--- config.mk ---
export PLATFORM = sky130hd
export DESIGN_NAME = serial_tx
export DESIGN_NICKNAME = d
export VERILOG_FILES = /design/src/rtl/serial_tx.sv
export SDC_FILE = /design/constraint.sdc
export NUM_CORES = 1
export LEC_CHECK = 0
export ABC_AREA = 1
export CORE_MARGIN = 2
export CORE_UTILIZATION = 45
export DETAILED_ROUTE_END_ITERATION = 8
export GPL_TIMING_DRIVEN = 0
export PLACE_DENSITY = 0.74
export SKIP_CTS_REPAIR_TIMING = 1
export SYNTH_ARGS = -nofsm -noshare
export SYNTH_HDL_FRONTEND = slang
export SYNTH_SLANG_ARGS = --single-unit
--- constraint.sdc ---
create_clock -name clk -period 1.3 [get_ports clk]
set_input_delay 0.26 -clock clk [delete_from_list [all_inputs] [get_ports clk]]
set_output_delay 0.26 -clock clk [all_outputs]
set_load 0.02 [all_outputs]
--- src/rtl/serial_tx.sv ---
// Bit-serial frame transmitter: accepts a parallel word on a valid/ready handshake,
// then sends start bit, data LSB first, optional parity bit and stop bit.
module serial_tx #(
  parameter int WIDTH        = 8,
  parameter int CLKS_PER_BIT = 4,
  parameter int PARITY_EN    = 1,
  parameter int PARITY_ODD   = 0
) (
  input  logic             clk,
  input  logic             reset,
  input  logic             tx_valid,
  input  logic [WIDTH-1:0] tx_data,
  output logic             tx_ready,
  output logic             tx_out,
  output logic             busy
);

  localparam int BAUD_W = (CLKS_PER_BIT > 1) ? $clog2(CLKS_PER_BIT) : 1;
  localparam int BIT_W  = (WIDTH > 1) ? $clog2(WIDTH + 1) : 1;

  localparam logic [BAUD_W-1:0] LAST_BAUD = BAUD_W'(CLKS_PER_BIT - 1);
  localparam logic [BIT_W-1:0]  LAST_BIT  = BIT_W'(WIDTH - 1);
  localparam logic              PAR_ODD   = (PARITY_ODD != 0);
  localparam logic              PAR_ON    = (PARITY_EN != 0);

  localparam logic [2:0] S_IDLE   = 3'd0;
  localparam logic [2:0] S_START  = 3'd1;
  localparam logic [2:0] S_DATA   = 3'd2;
  localparam logic [2:0] S_PARITY = 3'd3;
  localparam logic [2:0] S_STOP   = 3'd4;

  logic [2:0]        state_q, state_d;
  logic [BAUD_W-1:0] baud_q, baud_d;
  logic [BIT_W-1:0]  bit_q, bit_d;
  logic [WIDTH-1:0]  shift_q, shift_d;
  logic              par_q, par_d;
  logic              tx_out_q, tx_out_d;
  logic              tx_ready_q, tx_ready_d;
  logic              busy_q, busy_d;
  logic              baud_end;

  assign baud_end = (baud_q == LAST_BAUD);

  // Outputs are computed one cycle ahead from the next state so that the
  // registered line changes only at bit boundaries.
  always_comb begin
    // NOTE: every signal gets a default first so no path leaves it unassigned,
    // which would otherwise infer a latch.
    state_d    = state_q;
    baud_d     = baud_q;
    bit_d      = bit_q;
    shift_d    = shift_q;
    par_d      = par_q;
    tx_out_d   = tx_out_q;
    tx_ready_d = tx_ready_q;
    busy_d     = busy_q;

    case (state_q)
      S_IDLE: begin
        if (tx_valid) begin
          shift_d    = tx_data;
          par_d      = (^tx_data) ^ PAR_ODD;
          baud_d     = '0;
          bit_d      = '0;
          state_d    = S_START;
          tx_out_d   = 1'b0;
          tx_ready_d = 1'b0;
          busy_d     = 1'b1;
        end
      end

      S_START: begin
        if (baud_end) begin
          baud_d   = '0;
          bit_d    = '0;
          state_d  = S_DATA;
          tx_out_d = shift_q[0];
        end else begin
          baud_d = baud_q + BAUD_W'(1);
        end
      end

      S_DATA: begin
        if (baud_end) begin
          baud_d  = '0;
          shift_d = shift_q >> 1;
          if (bit_q == LAST_BIT) begin
            if (PAR_ON) begin
              state_d  = S_PARITY;
              tx_out_d = par_q;
            end else begin
              state_d  = S_STOP;
              tx_out_d = 1'b1;
            end
          end else begin
            bit_d    = bit_q + BIT_W'(1);
            tx_out_d = shift_d[0];
          end
        end else begin
          baud_d = baud_q + BAUD_W'(1);
        end
      end

      S_PARITY: begin
        if (baud_end) begin
          baud_d   = '0;
          state_d  = S_STOP;
          tx_out_d = 1'b1;
        end else begin
          baud_d = baud_q + BAUD_W'(1);
        end
      end

      S_STOP: begin
        if (baud_end) begin
          baud_d     = '0;
          state_d    = S_IDLE;
          tx_out_d   = 1'b1;
          tx_ready_d = 1'b1;
          busy_d     = 1'b0;
        end else begin
          baud_d = baud_q + BAUD_W'(1);
        end
      end

      default: begin
        state_d    = S_IDLE;
        baud_d     = '0;
        bit_d      = '0;
        tx_out_d   = 1'b1;
        tx_ready_d = 1'b1;
        busy_d     = 1'b0;
      end
    endcase
  end

  // NOTE: sequential state uses non-blocking assignments so every flop samples
  // the pre-edge values; the shift register is reset too, as it is small and
  // a cleared value keeps post-reset behaviour fully deterministic.
  always_ff @(posedge clk or negedge reset) begin
    if (!reset) begin
      state_q    <= S_IDLE;
      baud_q     <= '0;
      bit_q      <= '0;
      shift_q    <= '0;
      par_q      <= 1'b0;
      tx_out_q   <= 1'b1;
      tx_ready_q <= 1'b1;
      busy_q     <= 1'b0;
    end else begin
      state_q    <= state_d;
      baud_q     <= baud_d;
      bit_q      <= bit_d;
      shift_q    <= shift_d;
      par_q      <= par_d;
      tx_out_q   <= tx_out_d;
      tx_ready_q <= tx_ready_d;
      busy_q     <= busy_d;
    end
  end

  assign tx_out   = tx_out_q;
  assign tx_ready = tx_ready_q;
  assign busy     = busy_q;

endmodule

==> results of run 1 <==
## sequential cells by signal (all words and copies together) (netlist names)
register and flops:
busy 1, shift_q 8, tx_ready 1, par_q 1
baud_q 2, tx_out 1, bit_q 4, state_q 3
## worst max-delay path, delay by kind of cell (launching register included)
kind | cells | cell delay, ns
buf+inv | 1 | 0.19
compound gates | 2 | 0.26
simple gates | 3 | 0.38
flops | 1 | 0.48
## Yosys cell counts, drive strengths merged
master,n,share of area (%)
a21oi,2,1.0
buf,3,2.3
dfrtp,19,35
dfstp,2,3.8
ha,2,1.8
inv,30,8.2
nand2,68,21
nand3,11,4.4
nand3b,1,0.55
nand4,3,1.4
nor2,19,7.5
o21ai,24,11
o22ai,2,0.91
xnor2,2,1.3
xor2,1,0.64
## report_power, final
part / total, mW / switching [mW] / internal, mW
logic: 2.61 / 1.47 / 1.15
registers: 1.13 / 0.189 / 0.938
clock network: 0.334 / 0.214 / 0.120
## area by class of cell
cell class	instances	area share, %
Tap cell	33	2.25
Multi-Input combinational cell	135	43.8
Buffer	3	1.71
Timing Repair Buffer	29	15.2
Sequential cell	21	28.9
Clock buffer	4	1.43
Inverter	30	6.69
## cells by family after synthesis
group	count (synthesis)	share of synthesized area, %
DFF	21	38.4
AOI/OAI and AO/OA	28	12.8
adders and majority gates	2	1.82
and+or+nand+nor	102	34.6
xor gates and xnor gates	3	1.91
buffers and inverters	33	10.5
## layer usage
metal / wire length (um) / track usage (%) / share of wire, %
met1: 1440 / 23.4 / 45
met2: 1590 / 23.4 / 50
met3: 112 / 2.40 / 3.5
met4: 55 / 8.77 / 1.7
met5: 0 / 0 / 0
## cells in the final DEF, fill, tap and decap left out
master           instances
ha_4                     2
nand3_1                  8
clkinv_4                 1
nand2_2                  5
xor2_1                   1
o21ai_1                  3
o21ai_4                  1
o21ai_2                  8
dfrtp_2                  2
clkbuf_16                1
nand4_1                  3
dfstp_2                  2
clkbuf_4                 3
nand3b_1                 1
dlymetal6s2s_1           2
nor2_2                   2
dfrtp_1                 17
a21oi_1                  1
nor2_1                  14
buf_8                    1
buf_2                    3
a21oi_4                  1
buf_4                   13
nand3_4                  3
buf_6                    2
nor2_4                   2
clkdlybuf4s50_1          9
o22ai_2                  1
inv_2                    3
nor2_8                   1
clkbuf_1                 1
inv_4                    2
nand2_4                  4
nand2_1                 59
o21ai_0                 12
inv_1                   24
buf_12                   1
o22ai_1                  1
xnor2_1                  2
## through the flow
step	total power, mW	hold slack (ns)	utilization [%]
2_1_floorplan	2.62	-0.0356	-
3_3_place_gp	3.02	0.473	52.0
3_5_place_dp	3.04	0.481	52.0
5_1_grt	4.37	0.171	61.6
6_report	4.07	0.0719	61.6
4_1_cts	3.37	0.490	52.9
## final timing paths
check	end	cells past startpoint	slack (ns)
setup / recovery	shift_q[1]	6	-0.08
hold / removal	baud_q[0]	1	0.07
setup reg to reg	shift_q[1]	6	-0.08
hold reg to reg	tx_out	2	0.50
max in group asynchronous	state_q[0]	1	0.59
min in group clk	tx_out	2	0.50
==> out/qor.yml, run 1 <==
antennaDiodeCount: 0
slew_headroom_pct: 35.6
fin_crit_sh_pct: 106
violations: "negative setup slack"
syn_nets: 202
crit_chain: "nor2_4 -> nand2_4 -> buf_2 -> o21ai_0 -> nand2_1 -> o21ai_2"
layout_min_cycle_time_ns: 1.38
p_per_area_nw_per_um2: 2220
grt_first_pass_wirelength_um: 4370
drive_gt1_share_pct: 28.8
skew_ns: 0.00347
ys_types: 25
fillers: 237
wl_per_cell_um: 12.5
stdcell_area_um2: 1830
r2r_start: "state_q[0]"
dpl-instance-area_um2: 1550
final_max_slew_viol_count: 0
regArea_um2: 531
netlist_area_um2: 1380
crit_path_start: "state_q[0]"
cp-end-kind: "flip-flop"
tritoncts: "yes"
slowest_stage: "dfrtp_2"
syn_area_per_cell_um2: 7.28
num-nets-final: 236
drv_cap: 0
root_buffer: "clkbuf_4"
tns_ns: -0.807
critPathMaxFanout: 10
area_growth_pct: 33.2
initial_core_util_pct: 46.2
hpwl_um: 1940
placed_cells: 235
io_pins: 14
grt_max_degree: 22
stdcell_count: 255
crit_type: "reg -> reg"
place_congestion: 0.848
multi_input_area_um2: 802
rsz0062_at_grt: "yes"
timing.critical_path.arrival_ns: 1.63
ant_nets: 0
grt_pass1_vias: 1017
tightest_slew_ns: 0.964
synth_seq_cells: 21
htreeDepth: 1
vias: 1329
core-area_um2: 2980
setup_ws_ns: -0.0820
syn_inst: 189
cts_buffers: 3
die_w_um: 59.3
setup_violations: 15
die_h_um: 59.3
via_per_inst: 5.21
rows: 20
grt_usage_pct: 16.3
critPathRequiredTime_ns: 1.55
synth-seq-area-share_pct: 38.4
clk_pin_slew_ns: 0.12
die_area_um2: 3520
dp_slack_ns: -0.180
p_leak_nw: 0.942
hp-class: "in -> async"
worstSetupStartpointType: "flip-flop"
wl_um: 3200
critPathMaxStageDelay_ns: 0.48
ys_warn_count: 0
report.final.hold_viol_count: 0
max_freq_ghz: 0.724
firstDrtPassIters: 4
vdd_ir_drop_max_uv: 1370
insertion_delay_ns: 0.31
drc: 0
clockBufferDepth: 2
antenna_found_initial: 0
grt-ovfl-total: 0
first_iter_violations: 47
status: "finished with violations"
numClockSinks: 21
portBuffers: 13
(Power assumes the default switching activity.)
==> inputs of run 2 (changes only) <==
PLACE_DENSITY = 0.72   (was 0.74)
clock period = 1.75 ns   (was 1.3 ns; I/O delays follow)
==> out/qor.yml, run 2 (same netlist as run 1, synthesis figures left out) <==
final_common_cell: "nand2_1"  # unchanged
p_comb_share_pct: 57.4  # was 64.1%
die_w_um: 59.3  # unchanged
p_total_mw: 2.48  # was 4.07 mW
slew_headroom_pct: 38.4  # was 35.6%
fillers: 286  # was 237
initial_core_util_pct: 46.2  # unchanged
hpwl_um: 1870  # was 1940 um
report.final.hold_viol_count: 0  # unchanged
antenna_found_initial: 0  # unchanged
ant_nets: 0  # unchanged
critPathMaxFanout: 2  # was 10
cp-end-kind: "output pin"  # was flip-flop
drive_gt1_share_pct: 15.5  # was 28.8%
p_int_mw: 1.32  # was 2.20 mW
wl_um: 2420  # was 3200 um
grt_usage_pct: 16.8  # was 16.3%
rsz0062_at_grt: "no"  # was yes
cp_num_cells: 1  # was 6
fin_crit_sh_pct: 93.1
insertion_delay_ns: 0.31  # about the same
sw_frac_of_total_pct: 46.9  # was 45.9%
die_area_um2: 3520  # unchanged
vias: 1167  # was 1329
area_growth_pct: 15.0  # was 33.2%
p_per_area_nw_per_um2: 1570  # was 2220 nW/um^2
antennaDiodeCount: 0  # unchanged
timing.critical_path.arrival_ns: 1.28  # was 1.63 ns
top_regs: "shift_q: 8 flops, bit_q: 4 flops, state_q: 3 flops"  # unchanged
skew_ns: 0.0107  # was 0.00347 ns
tritoncts: "yes"  # unchanged
via_per_inst: 4.88  # was 5.21
p_leak_nw: 0.862  # was 0.942 nW
core-area_um2: 2980  # unchanged
p_clk_share_pct: 9.9  # was 8.2%
grt_pass1_vias: 1104  # was 1017
final_max_slew_viol_count: 0  # unchanged
place_congestion: 0.839  # was 0.848
cts_buffers: 3  # unchanged
hp-class: "reg -> reg"  # was in -> async
p_seq_share_pct: 32.8  # was 27.7%
vdd_ir_drop_max_uv: 911  # was 1370 uV
numClockSinks: 21  # unchanged
stdcell_area_um2: 1580  # was 1830 um^2
drv_cap: 0  # unchanged
tns_ns: 0  # was -0.807 ns
setup_ws_ns: 0.120  # was -0.0820 ns
grt_first_pass_wirelength_um: 4660  # was 4370 um
tightest_slew_ns: 0.921  # was 0.964 ns
portBuffers: 13  # unchanged
grt_max_degree: 22  # unchanged
largest-register: "shift_q"  # unchanged
critPathRequiredTime_ns: 1.40  # was 1.55 ns
dpl-instance-area_um2: 1550  # unchanged
status: "complete, no violations"  # was finished with violations
clk_pin_slew_ns: 0.13  # was 0.12 ns
crit_type: "reg -> out"  # was reg -> reg
critPathMaxStageDelay_ns: 0.60  # was 0.48 ns
placed_cells: 235  # unchanged
first_iter_violations: 18  # was 47
crit_chain: "clkdlybuf4s50_1"  # was nor2_4 -> nand2_4 -> buf_2 -> o21ai_0 -> nand2_1 -> o21ai_2
slowest_stage: "clkdlybuf4s50_1"  # was dfrtp_2
fin_util_pct: 53.2  # was 61.6%
root_buffer: "clkbuf_4"  # unchanged
die_h_um: 59.3  # unchanged
layout_min_cycle_time_ns: 1.63
largest_reg_flops: 8  # unchanged
max_freq_ghz: 0.614
ff2ff_path_depth: 6  # unchanged
final_cell_mix: "nand2_1, inv_1, dfrtp_1"  # unchanged
htreeDepth: 1  # unchanged
setup_violations: 0  # was 15
drc: 0  # unchanged
rows: 20  # unchanged
cp_num_buf_inv: 1  # unchanged
wl_per_cell_um: 10.1  # was 12.5 um
p_switching_mw: 1.16  # was 1.87 mW
stdcell_count: 239  # was 255
num-nets-final: 220  # was 236
worstSetupStartpointType: "flip-flop"  # unchanged
io_pins: 14  # unchanged
path_delay_family: "buffers and inverters"  # was flip-flops
firstDrtPassIters: 4  # unchanged
hold_depth: 2
hold_ws_ns: 0.482  # was 0.0719 ns
grt-ovfl-total: 0  # unchanged
dp_slack_ns: 0.169  # was -0.180 ns
clockBufferDepth: 2  # unchanged
run 2: worst register-to-register path: stages, from the launching register on:
cell and delay (ns):
dfrtp_1 0.37, ha_1 0.27, inv_1 0.17, o21ai_0 0.33, nand2_1 0.08, o21ai_0 0.15
nand2_1 0.07
run 2: worst paths after layout:
kind / startpoint / end / slack (ns)
max in group asynchronous: reset / bit_q[2] / 0.65
worst min register to register: tx_out / tx_out / 0.48
worst max-delay path: busy / busy / 0.12
worst max register to register: baud_q[0] / state_q[1] / 0.20
worst min-delay path: tx_out / tx_out / 0.48
min in group asynchronous: reset / shift_q[2] / 0.54
run 2: power by group through the flow:
stage	sequential [mW]	clock [mW]	combinational, mW
5_1_grt	0.838	0.268	1.63
3_5_place_dp	0.825	0	1.43
3_3_place_gp	0.822	0	1.42
6_report	0.812	0.245	1.42
4_1_cts	0.814	0.253	1.44
2_1_floorplan	0.836	0	1.11
run 2: layout make-up:
class                           count  area (um^2)  area share, %
Timing Repair Buffer               13          135           8.54
Clock inverter                      1         7.51          0.474
Tap cell                           33         41.3           2.61
Buffer                              3         31.3           1.98
Sequential cell                    21          528           33.4
Multi-Input combinational cell    135          704           44.5
Clock buffer                        3         22.5           1.42
Inverter                           30          113           7.11
run 2: routing by layer:
metal / GRT usage (%) / routed length, um / up-vias
li1: - / - / 630
met1: 24.1 / 1270 / 527
met2: 26.7 / 1090 / 8
met3: 2.62 / 38 / 2
met4: 3.90 / 17 / 0
met5: 0 / 0 / -
==> inputs of run 3 (changes only) <==
GPL_TIMING_DRIVEN = default   (was 0)
==> out/qor.yml, run 3 (same netlist as run 1, synthesis figures left out) <==
path_delay_family: "buffers and inverters"  # unchanged
vdd_ir_drop_max_uv: 939  # was 911 uV
root_buffer: "clkbuf_4"  # unchanged
worstSetupStartpointType: "flip-flop"  # unchanged
grt_max_degree: 22  # unchanged
setup_violations: 0  # unchanged
dp_slack_ns: 0.193  # was 0.169 ns
hp-class: "in -> async"  # was reg -> reg
portBuffers: 13  # unchanged
grt-ovfl-total: 0  # unchanged
cp_num_cells: 1  # unchanged
largest_reg_flops: 8  # unchanged
drive_gt1_share_pct: 15.1  # was 15.5%
ant_nets: 0  # unchanged
die_w_um: 59.3  # unchanged
antennaDiodeCount: 0  # unchanged
io_pins: 14  # unchanged
grt_first_pass_wirelength_um: 4730  # was 4660 um
final_cell_mix: "nand2_1, inv_1, dfrtp_1"  # unchanged
first_iter_violations: 20  # was 18
vias: 1156  # was 1167
wl_per_cell_um: 10.5  # was 10.1 um
cp_num_buf_inv: 1  # unchanged
slowest_stage: "clkdlybuf4s50_1"  # unchanged
rsz0062_at_grt: "no"  # unchanged
slew_headroom_pct: 78.7  # was 38.4%
clockBufferDepth: 2  # unchanged
status: "complete, no violations"  # unchanged
core-area_um2: 2980  # unchanged
antenna_found_initial: 0  # unchanged
numClockSinks: 21  # unchanged
final_max_slew_viol_count: 0  # unchanged
top_regs: "shift_q: 8 flops, bit_q: 4 flops, state_q: 3 flops"  # unchanged
crit_chain: "clkdlybuf4s50_1"  # unchanged
grt_usage_pct: 17.4  # was 16.8%
max_freq_ghz: 0.613  # was 0.614 GHz
num-nets-final: 219  # was 220
initial_core_util_pct: 46.2  # unchanged
wl_um: 2510  # was 2420 um
layout_min_cycle_time_ns: 1.63  # about the same
die_h_um: 59.3  # unchanged
cp-end-kind: "output pin"  # unchanged
place_congestion: 0.782  # was 0.839
p_per_area_nw_per_um2: 1530  # was 1570 nW/um^2
crit_type: "reg -> out"  # unchanged
report.final.hold_viol_count: 0  # unchanged
rows: 20  # unchanged
via_per_inst: 4.86  # was 4.88
tritoncts: "yes"  # unchanged
htreeDepth: 1  # unchanged
area_growth_pct: 13.6  # was 15.0%
drc: 0  # unchanged
timing.critical_path.arrival_ns: 1.28  # about the same
ff2ff_path_depth: 6  # unchanged
final_common_cell: "nand2_1"  # unchanged
firstDrtPassIters: 4  # unchanged
cts_buffers: 3  # unchanged
stdcell_area_um2: 1560  # was 1580 um^2
dpl-instance-area_um2: 1530  # was 1550 um^2
tns_ns: 0  # unchanged
clk_pin_slew_ns: 0.13  # about the same
largest-register: "shift_q"  # unchanged
die_area_um2: 3520  # unchanged
drv_cap: 0  # unchanged
hpwl_um: 1890  # was 1870 um
grt_pass1_vias: 1132  # was 1104
p_leak_nw: 0.859  # was 0.862 nW
insertion_delay_ns: 0.31  # about the same
setup_ws_ns: 0.119  # was 0.120 ns
skew_ns: 0.00682  # was 0.0107 ns
critPathMaxStageDelay_ns: 0.60  # about the same
critPathMaxFanout: 2  # unchanged
fin_crit_sh_pct: 93.2  # was 93.1%
critPathRequiredTime_ns: 1.40  # about the same
tightest_slew_ns: 0.316  # was 0.921 ns
run 3: path summary, 6_finish.rpt:
check | startpoint | to | slack [ns]
hold / removal | reset | state_q[0] | 0.37
setup reg to reg | bit_q[0] | state_q[1] | 0.19
min in group clk | tx_out | tx_out | 0.49
max in group asynchronous | reset | tx_ready | 1.11
setup / recovery | busy | busy | 0.12
hold reg to reg | tx_out | tx_out | 0.49
run 3: final cells by class:
cell class / instances / area (um^2)
multi-input cells: 135 / 704
inverters: 30 / 113
repair buffers: 15 / 150
flip-flops and latches: 21 / 528
well taps: 33 / 41.3
clock buffers: 3 / 22.5
fillers: 286 / 1410
clock inverters: 1 / 5.00
run 3: power breakdown:
| part | internal (mW) | leakage, nW | switching, mW | total, mW |
|---|---|---|---|---|
| logic | 0.476 | 0.581 | 0.855 | 1.33 |
| registers | 0.691 | 0.260 | 0.131 | 0.822 |
| clock network | 0.0853 | 0.0177 | 0.155 | 0.240 |
| total | 1.25 | 0.859 | 1.14 | 2.39 |
run 3: layer usage:
metal  up-vias  global-route usage [%]  part of all wire, %
met5         -                       0                    0
met4         0                    3.25                 0.76
met3         2                    3.93                  2.1
met2        10                    28.7                   46
met1       523                    23.6                   51
li1        621                       -                    -
run 3: per-stage QoR:
stage | utilization (%) | instances | hold WS, ns | power (mW)
2_1_floorplan | - | 189 | 0.0544 | 1.94
3_3_place_gp | 51.4 | 234 | 0.485 | 2.16
3_5_place_dp | 51.4 | 234 | 0.480 | 2.17
4_1_cts | 52.4 | 238 | 0.373 | 2.42
5_1_grt | 52.5 | 238 | 0.377 | 2.64
6_report | 52.5 | 238 | 0.371 | 2.39
run 3: worst reg2reg max path: stages (launching register included):
cell and delay [ns]:
dfrtp_1 0.43, ha_1 0.21, nand3_1 0.17, o21ai_0 0.33
nand2_1 0.08, o21ai_0 0.17, nand2_1 0.07
